### src/rtl/mem_access_if.sv
// Data-memory bus between the MEM stage and the data memory.
//   master (MEM stage): drives dmem_req/we/addr/wdata/be, receives dmem_ready/rdata
//   slave  (memory)   : the reverse
interface mem_access_if;
  logic        dmem_req;
  logic        dmem_we;
  logic [31:0] dmem_addr;
  logic [31:0] dmem_wdata;
  logic [3:0]  dmem_be;
  logic        dmem_ready;
  logic [31:0] dmem_rdata;

  modport master (output dmem_req, dmem_we, dmem_addr, dmem_wdata, dmem_be,
                  input  dmem_ready, dmem_rdata);
  modport slave  (input  dmem_req, dmem_we, dmem_addr, dmem_wdata, dmem_be,
                  output dmem_ready, dmem_rdata);
endinterface

### src/rtl/mem_access.sv
// MEM pipeline stage: issues loads/stores to the data memory, stalls the
// pipe while the memory is busy, extracts/extends load data and registers
// the MEM/WB fields.
//   clk, rst_n        : clock, async active-low reset
//   alu_result_in ... : EX/MEM fields (address/result, store data, rd, control)
//   dmem              : data-memory bus (master side)
//   wb_result, rd_out, reg_write_out, valid_out : MEM/WB register
//   stall_out         : combinational hold request to upstream stages
//   misalign_err      : one-cycle pulse registered with a misaligned access
module mem_access (
  input  logic        clk,
  input  logic        rst_n,
  input  logic [31:0] alu_result_in,
  input  logic [31:0] rs2_data_in,
  input  logic [4:0]  rd_in,
  input  logic        mem_read_in,
  input  logic        mem_write_in,
  input  logic        reg_write_in,
  input  logic        mem_to_reg_in,
  input  logic        valid_in,
  input  logic [2:0]  funct3_in,
  mem_access_if.master dmem,
  output logic [31:0] wb_result,
  output logic [4:0]  rd_out,
  output logic        reg_write_out,
  output logic        valid_out,
  output logic        stall_out,
  output logic        misalign_err
);
  typedef enum logic {IDLE, WAIT} state_t;

  state_t      state_q, state_d;
  logic [31:0] wb_result_q, wb_result_d;
  logic [4:0]  rd_q, rd_d;
  logic        reg_write_q, reg_write_d;
  logic        valid_q, valid_d;
  logic        misalign_q, misalign_d;

  logic        access, misaligned, aligned_acc;
  logic [31:0] byte_sh;
  logic [15:0] half_sel;
  logic [31:0] load_val;

  always_ff @(posedge clk or negedge rst_n) begin
    if (!rst_n) begin
      state_q     <= IDLE;
      wb_result_q <= '0;
      rd_q        <= '0;
      reg_write_q <= 1'b0;
      valid_q     <= 1'b0;
      misalign_q  <= 1'b0;
    end else begin
      state_q     <= state_d;
      wb_result_q <= wb_result_d;
      rd_q        <= rd_d;
      reg_write_q <= reg_write_d;
      valid_q     <= valid_d;
      misalign_q  <= misalign_d;
    end
  end

  always_comb begin
    access      = valid_in & (mem_read_in | mem_write_in);
    misaligned  = 1'b0;
    case (funct3_in[1:0])
      2'b01:   misaligned = alu_result_in[0];
      2'b10:   misaligned = |alu_result_in[1:0];
      default: misaligned = 1'b0;
    endcase
    misaligned  = misaligned & access;
    aligned_acc = access & ~misaligned;

    // Load lane extraction: bytes by addr[1:0], halves by addr[1].
    byte_sh  = dmem.dmem_rdata >> {alu_result_in[1:0], 3'b000};
    half_sel = alu_result_in[1] ? dmem.dmem_rdata[31:16] : dmem.dmem_rdata[15:0];
    case (funct3_in)
      3'b000:  load_val = {{24{byte_sh[7]}}, byte_sh[7:0]};
      3'b100:  load_val = {24'h0, byte_sh[7:0]};
      3'b001:  load_val = {{16{half_sel[15]}}, half_sel};
      3'b101:  load_val = {16'h0, half_sel};
      default: load_val = dmem.dmem_rdata;
    endcase

    // Bus outputs depend only on the (held-stable) inputs, so WAIT presents
    // exactly what IDLE presented. Request is masked while reset is held.
    dmem.dmem_req   = aligned_acc & rst_n;
    dmem.dmem_we    = mem_write_in;
    dmem.dmem_addr  = {alu_result_in[31:2], 2'b00};
    dmem.dmem_be    = 4'b0000;
    dmem.dmem_wdata = rs2_data_in;
    if (mem_write_in) begin
      case (funct3_in[1:0])
        2'b00: begin
          dmem.dmem_be    = 4'b0001 << alu_result_in[1:0];
          dmem.dmem_wdata = {4{rs2_data_in[7:0]}};
        end
        2'b01: begin
          dmem.dmem_be    = 4'b0011 << alu_result_in[1:0];
          dmem.dmem_wdata = {2{rs2_data_in[15:0]}};
        end
        default: dmem.dmem_be = 4'b1111;
      endcase
    end

    stall_out = aligned_acc & ~dmem.dmem_ready;

    state_d = state_q;
    case (state_q)
      IDLE:    if (aligned_acc && !dmem.dmem_ready) state_d = WAIT;
      WAIT:    if (dmem.dmem_ready || !aligned_acc) state_d = IDLE;
      default: state_d = IDLE;
    endcase

    // Default: bubble, holding the last result/rd for forwarding.
    wb_result_d = wb_result_q;
    rd_d        = rd_q;
    reg_write_d = 1'b0;
    valid_d     = 1'b0;
    misalign_d  = 1'b0;
    if (valid_in) begin
      if (!access) begin
        wb_result_d = alu_result_in;
        rd_d        = rd_in;
        reg_write_d = reg_write_in;
        valid_d     = 1'b1;
      end else if (misaligned) begin
        // Retire as a non-writing instruction and flag it.
        wb_result_d = alu_result_in;
        rd_d        = rd_in;
        valid_d     = 1'b1;
        misalign_d  = 1'b1;
      end else if (dmem.dmem_ready) begin
        wb_result_d = mem_to_reg_in ? load_val : alu_result_in;
        rd_d        = rd_in;
        reg_write_d = reg_write_in;
        valid_d     = 1'b1;
      end
    end
  end

  assign wb_result     = wb_result_q;
  assign rd_out        = rd_q;
  assign reg_write_out = reg_write_q;
  assign valid_out     = valid_q;
  assign misalign_err  = misalign_q;
endmodule

### src/flat_wrapper.sv
// flat-port wrapper written by rule: the top's interface ports become plain ports
module mem_access_flat 
  (clk, rst_n, alu_result_in, rs2_data_in, rd_in, mem_read_in, mem_write_in, reg_write_in, mem_to_reg_in, valid_in, funct3_in, wb_result, rd_out, reg_write_out, valid_out, stall_out, misalign_err, dmem_dmem_req, dmem_dmem_we, dmem_dmem_addr, dmem_dmem_wdata, dmem_dmem_be, dmem_dmem_ready, dmem_dmem_rdata);
  mem_access_if dmem_i ();
  input  logic clk;
  input  logic rst_n;
  input  logic [31:0] alu_result_in;
  input  logic [31:0] rs2_data_in;
  input  logic [4:0] rd_in;
  input  logic mem_read_in;
  input  logic mem_write_in;
  input  logic reg_write_in;
  input  logic mem_to_reg_in;
  input  logic valid_in;
  input  logic [2:0] funct3_in;
  output logic [31:0] wb_result;
  output logic [4:0] rd_out;
  output logic reg_write_out;
  output logic valid_out;
  output logic stall_out;
  output logic misalign_err;
  output wire logic [$bits(dmem_i.dmem_req)-1:0] dmem_dmem_req;
  output wire logic [$bits(dmem_i.dmem_we)-1:0] dmem_dmem_we;
  output wire logic [$bits(dmem_i.dmem_addr)-1:0] dmem_dmem_addr;
  output wire logic [$bits(dmem_i.dmem_wdata)-1:0] dmem_dmem_wdata;
  output wire logic [$bits(dmem_i.dmem_be)-1:0] dmem_dmem_be;
  input wire logic [$bits(dmem_i.dmem_ready)-1:0] dmem_dmem_ready;
  input wire logic [$bits(dmem_i.dmem_rdata)-1:0] dmem_dmem_rdata;
  assign dmem_dmem_req = dmem_i.dmem_req;
  assign dmem_dmem_we = dmem_i.dmem_we;
  assign dmem_dmem_addr = dmem_i.dmem_addr;
  assign dmem_dmem_wdata = dmem_i.dmem_wdata;
  assign dmem_dmem_be = dmem_i.dmem_be;
  assign dmem_i.dmem_ready = dmem_dmem_ready;
  assign dmem_i.dmem_rdata = dmem_dmem_rdata;
  mem_access u_core (.clk(clk), .rst_n(rst_n), .alu_result_in(alu_result_in), .rs2_data_in(rs2_data_in), .rd_in(rd_in), .mem_read_in(mem_read_in), .mem_write_in(mem_write_in), .reg_write_in(reg_write_in), .mem_to_reg_in(mem_to_reg_in), .valid_in(valid_in), .funct3_in(funct3_in), .dmem(dmem_i), .wb_result(wb_result), .rd_out(rd_out), .reg_write_out(reg_write_out), .valid_out(valid_out), .stall_out(stall_out), .misalign_err(misalign_err));
endmodule
### config.mk
export PLATFORM = sky130hd
export DESIGN_NAME = mem_access_flat
export DESIGN_NICKNAME = d
export VERILOG_FILES = /design/src/rtl/mem_access_if.sv /design/src/rtl/mem_access.sv /design/src/flat_wrapper.sv
export SDC_FILE = /design/constraint.sdc
export NUM_CORES = 1
export LEC_CHECK = 0
export CORE_UTILIZATION = 32
export DETAILED_ROUTE_END_ITERATION = 10
export PLACE_DENSITY_LB_ADDON = 0.08
export SLEW_MARGIN = 0
export SYNTH_ARGS = -nofsm -noshare
export SYNTH_HDL_FRONTEND = slang
export SYNTH_SLANG_ARGS = --single-unit
### constraint.sdc
create_clock -name clk -period 2.1 [get_ports clk]
set_clock_uncertainty 0.2 [all_clocks]
set_input_delay 0.42 -clock clk [delete_from_list [all_inputs] [get_ports clk]]
set_output_delay 0.42 -clock clk [all_outputs]
set_load 0.05 [all_outputs]
; ---- Word level (Yosys, flattened, before mapping)
; Cells that the tools add are included.
[word_totals]
elab_cells = 51
reg_bits = 40
output_inout_bits = 111
in_bits = 112
[classes]
mux = 25
reduce_logical = 4
shift = 3
n_eq_ne = 6
n_bitwise = 8
[op_table]
columns = op, n
row1 = $mux W32, 5
row2 = $pmux W32 S4, 1
row3 = $pmux W32 S2, 1
row4 = $shr A32 B5 Y8, 1
row5 = $mux W16, 1
row6 = $mux W5, 3
row7 = $mux W1, 11
row8 = $pmux W4 S2, 1
row9 = $eq A3 B3 Y1 const B, 2
row10 = $and A1 B1 Y1, 5
row11 = $mux W4, 1
row12 = $shl A1 B2 Y4 const A, 1
row13 = $shl A2 B2 Y4 const A, 1
row14 = $eq A3 B1 Y1 const B, 1
row15 = $logic_not A3 Y1, 1
row16 = $ne A3 B3 Y1 const B, 1
row17 = $eq A2 B1 Y1 const B, 1
row18 = $eq A2 B2 Y1 const B, 1
row19 = $logic_not A2 Y1, 1
row20 = $not A1 Y1, 2
row21 = $pmux W1 S2, 1
row22 = $reduce_and A2 Y1, 1
row23 = $reduce_or A2 Y1, 1
row24 = $or A1 B1 Y1, 1

; ---- Logic depth before layout (Yosys ltp)
[depth]
word_depth = 6
ltp_mapped = 9
depth_no_buf = 8

; ---- Worst setup path before layout
; No wires, ideal clock.
[synth_path]
kind = input to output
from = input funct3_in[1]
to = output dmem_dmem_be[2]
required_ps = 1480
slack_ps = -924
stages = 7
n_path_buf = 2
t_arrival_ps = 2404
path_cell_list = inv_1 > ha_1 > buf_2 > buf_1 > nor2_1 > a21oi_1 > a21boi_0
[synth_via]
elab_chain_len = 3
[synth_lines]
columns = item, line_no
row1 = from (decl), flat_wrapper.sv:15  ; input logic [2:0] funct3_in;
row2 = $eq A2 B1 Y1 or $logic_not A2 Y1 (tied branches), mem_access.sv:92  ; case (funct3_in[1:0])
row3 = $pmux W4 S2 *, mem_access.sv:92
row4 = $mux W4 *, mem_access.sv:91  ; if (mem_write_in) begin
row5 = to (decl), flat_wrapper.sv:26  ; output wire logic [$bits(dmem_i.dmem_be)-1:0] dmem_dmem_be;
; Every way passes the cells marked *; elsewhere a longest branch is shown, timed or not.

; ---- Worst setup path in the final report
[layout_path]
from = input funct3_in[1]
to = output dmem_dmem_req
[layout_via]
elab_chain_len = 6
[layout_lines]
columns = item, line_no
row1 = $eq A2 B2 Y1 or $eq A2 B1 Y1 (tied branches), mem_access.sv:65  ; case (funct3_in[1:0])
row2 = $pmux W1 S2 *, mem_access.sv:65
row3 = $and A1 B1 Y1 *, mem_access.sv:70  ; misaligned = misaligned & access;
row4 = $not A1 Y1 *, mem_access.sv:71  ; aligned_acc = access & ~misaligned;
row5 = $and A1 B1 Y1 *, mem_access.sv:71
row6 = $and A1 B1 Y1 *, mem_access.sv:86  ; dmem.dmem_req = aligned_acc & rst_n;
row7 = to (decl), flat_wrapper.sv:22  ; output wire logic [$bits(dmem_i.dmem_req)-1:0] dmem_dmem_req;
; Marks and branches as above.

==> results by group <==
Routing
  – Drt pass-1 iters: 7
  – Drc violations: 0
  – DR WL/cell: 18.70 um
  – Vias per cell: 5.319
  – Via count of the routed design: 4,101
  – DRT iter0 DRCs: 307
  – Routed wire length: 14.41 mm
  – Antenna Violating Nets Remaining: 0

Clock network
  – H-tree depth: 2
  – Clock root cell: clkbuf_8
  – CTS tree: done
  – Hold buffers post-CTS: 0
  – Deepest clock path buffer count: 2
  – # clock sinks: 40
  – Clk_lat worst skew: 0.29 ns
  – CTS Buf Count: 5
  – CTS clk-pin slew, worst paths: 0.09 ns

Synth
  – Top cells by count, synth: buf_4, a21oi_1, dfrtp_1, nor2_1, nand2_1
  – Post-synthesis mux area share: 0.1004
  – Xor/xnor share of the synthesized area: 0
  – Fraction of the mapped netlist area in compound gates: 0.2663
  – Ranking of synthesized cells by area: dfrtp_1, buf_4, mux2i_1, a22o_1, a21oi_1
  – Synth Area in Simple Gates: 0.1507
  – Count leader, synth: buf_4
  – Syn avg cell area: 8.455 um^2
  – Ys Warns: 0
  – Ys async rst share: 1.000
  – Synth area leader: dfrtp_1
  – Share of the synthesized area in the top cell type: 0.3124
  – Main combinational cell family by area after synthesis: compound AO/OA/AOI/OAI gates
  – Post-synthesis adder-cell area fraction: 0.01562
  – Synth cell types: 42
  – Post-Syn Area: 3204 um^2
  – Register area share after synthesis: 0.3124
  – Post-synthesis cell count: 379
  – #FFs+latches synth: 40
  – Synth Flop Type: dfrtp_1
  – Number of synthesized flops with an enable pin: 0

Setup path
  – WP data required: 1.48 ns
  – CP max stage cell: o21a_1
  – Startpoint types: input port
  – Max stage delay on crit path: 0.21 ns
  – Cells along the critical path: buf_12, inv_12, ha_4, o21a_1, o21a_4, buf_12, nor3b_4, buf_12
  – CP Capture Type: primary output
  – Max FO, Critical Path: 3
  – Delay-heaviest family, CP: buffers and inverters
  – FF-to-FF End: u_core.wb_result[17]
  – WS Path Type: input port to primary output
  – Reg2Reg Depth: 2
  – Reg2reg start: u_core.wb_result[17]
  – Crit path DAT: 1.63 ns
  – Crit path top cell by count: buf_12
  – Buf/Inv on CP: 4
  – Setup slack, reg-to-reg: 1.10 ns

Finish
  – Filler instances: 691
  – Final core occ: 0.7374
  – Register area: 1001 um^2
  – Syn-to-layout area delta: 123.9%
  – Antenna cells: 0
  – Cell Count, Final, Fillers Out: 771
  – Layout Nets: 753
  – Layout cells sized above 1: 0.4592
  – Area occupied by multi-input gates: 2048 um^2

Timing
  – Max Slew Vio Count: 0
  – Least-Margin Pin Slew: 0.5127 ns
  – Unrepaired setup endpoints after global routing: true
  – Final worst slack: -0.1483 ns
  – Hold Vio Cnt, Final: 0
  – Setup total negative slack: -4.951 ns
  – Rel. slew slack: 0.6572
  – Achievable frequency: 0.4448 GHz
  – Final period util: 1.071
  – Final Setup Violations: 51
  – Min Tclk post-route: 2.248 ns
  – Hold WS: 0.06075 ns

Placement
  – IO buf count: 220
  – Final GP Congestion: 0.8243
  – DP Cell Count: 739
  – Placement Setup Slack: -1.041 ns
  – Post-DP HPWL: 10.67 mm

Power and ir drop
  – Leak pwr: 0.003164 uW
  – Power per cell area: 553.6 nW/um^2
  – Worst vdd ir: 0.3227 mV

Global route
  – Pin count of the biggest net entering global routing: 41
  – First-pass GRT wire length: 21.25 mm
  – Initial antenna violation count: 0
  – All-Layer GR Usage: 0.2662
  – Vias in the first global route: 4,067
  – Grt total ovfl: 0

Die
  – Chip height: 102.1 um
  – Ports: 223
  – Num rows: 36
  – Die area: 10,420 um^2
  – Die width: 102.1 um
  – Starting density of the core: 0.3293
  – Core area: 9729 um^2

Run
  – Maxcap violations: 0

Run status
  – Outcome: complete, but fails checks
  – Failing checks: negative setup slack

Min path
  – Hold crit path type: input port to asynchronous set/reset pin
what timing repair did:
item | in CTS | in global routing
pin swaps | 25 | 13
setup buffers | 15 | 2
gates resized for setup | 57 | 44
endpoints found under the setup margin | 68 | 70
cloned | 5 | 3
worst reg2reg max path: stages, from the launching register on:
cell	delay, ns
dfrtp_1	0.37
nor2_2	0.05
a211oi_1	0.27
logic make-up after synthesis:
logic type | count (synthesis)
flops | 40
other cells | 1
simple gates | 106
mux | 31
buf+inv | 75
fa+ha+maj | 4
compound gates | 122
state kept, by name, indices dropped and copies added (netlist names):
signal and flops:
u_core.rd_out 5, u_core.misalign_err 1, u_core.reg_write_out 1, u_core.valid_out 1, u_core.wb_result 32
area by class of cell:
type	instances	area share
clock buffer	6	0.01151
clock inverter	2	0.001395
tap	133	0.02320
inverter	5	0.005406
sequential	40	0.1395
multi-input combinational	265	0.2855
timing repair buffer	320	0.5335
per-stage QoR:
step | cell area, um^2 | power [uW]
after floorplan | 3417 | 2215
after global placement | 6434 | 3187
after detailed placement | 6434 | 3215
after CTS | 6962 | 3890
after global routing | 7174 | 4133
final | 7174 | 3972
per-layer routing:
metal	GRT usage	up-vias	part of all wire
li1	-	1854	-
met4	0.05055	0	0.018
met1	0.3321	1985	0.38
met2	0.4605	235	0.50
met3	0.07456	27	0.098
met5	0	-	0
how the worst max path moves through the flow:
stage / startpoint / endpoint / depth (start not counted)
2_1_floorplan: funct3_in[1] / dmem_dmem_req / 5
3_3_place_gp: funct3_in[1] / u_core.wb_result[26] / 9
3_5_place_dp: funct3_in[1] / u_core.wb_result[24] / 9
4_1_cts: funct3_in[1] / dmem_dmem_req / 8
5_1_grt: funct3_in[1] / u_core.wb_result[17] / 14
6_report: funct3_in[1] / dmem_dmem_req / 8
placed cells by master (no fill, tap or decap), types with 3 or more instances in the layout:
cell type and n:
nor2_4 6, dfrtp_1 40, clkbuf_16 3, o21ai_2 5
nand2b_1 4, clkdlybuf4s50_1 110, nor3_4 3, buf_12 73
nand2_1 33, mux2_4 8, ha_4 3, buf_6 10
nor2_1 15, a22o_4 8, buf_4 108, o21a_1 4
a211oi_1 17, nor2_2 16, mux2i_1 20, nor3_1 14
a21oi_1 39, a22o_1 9, clkbuf_8 6, a22o_2 8
dlymetal6s2s_1 3, buf_8 4, buf_16 4, o221ai_1 11
o21ai_1 10
power breakdown:
group	switching (uW)	internal, uW	leakage [uW]
Sequential	86.6	892	0.000467
Combinational	1360	1090	0.00265
Clock	279	263	0.0000510
Total	1730	2250	0.00316
(Power assumes the default switching activity.)
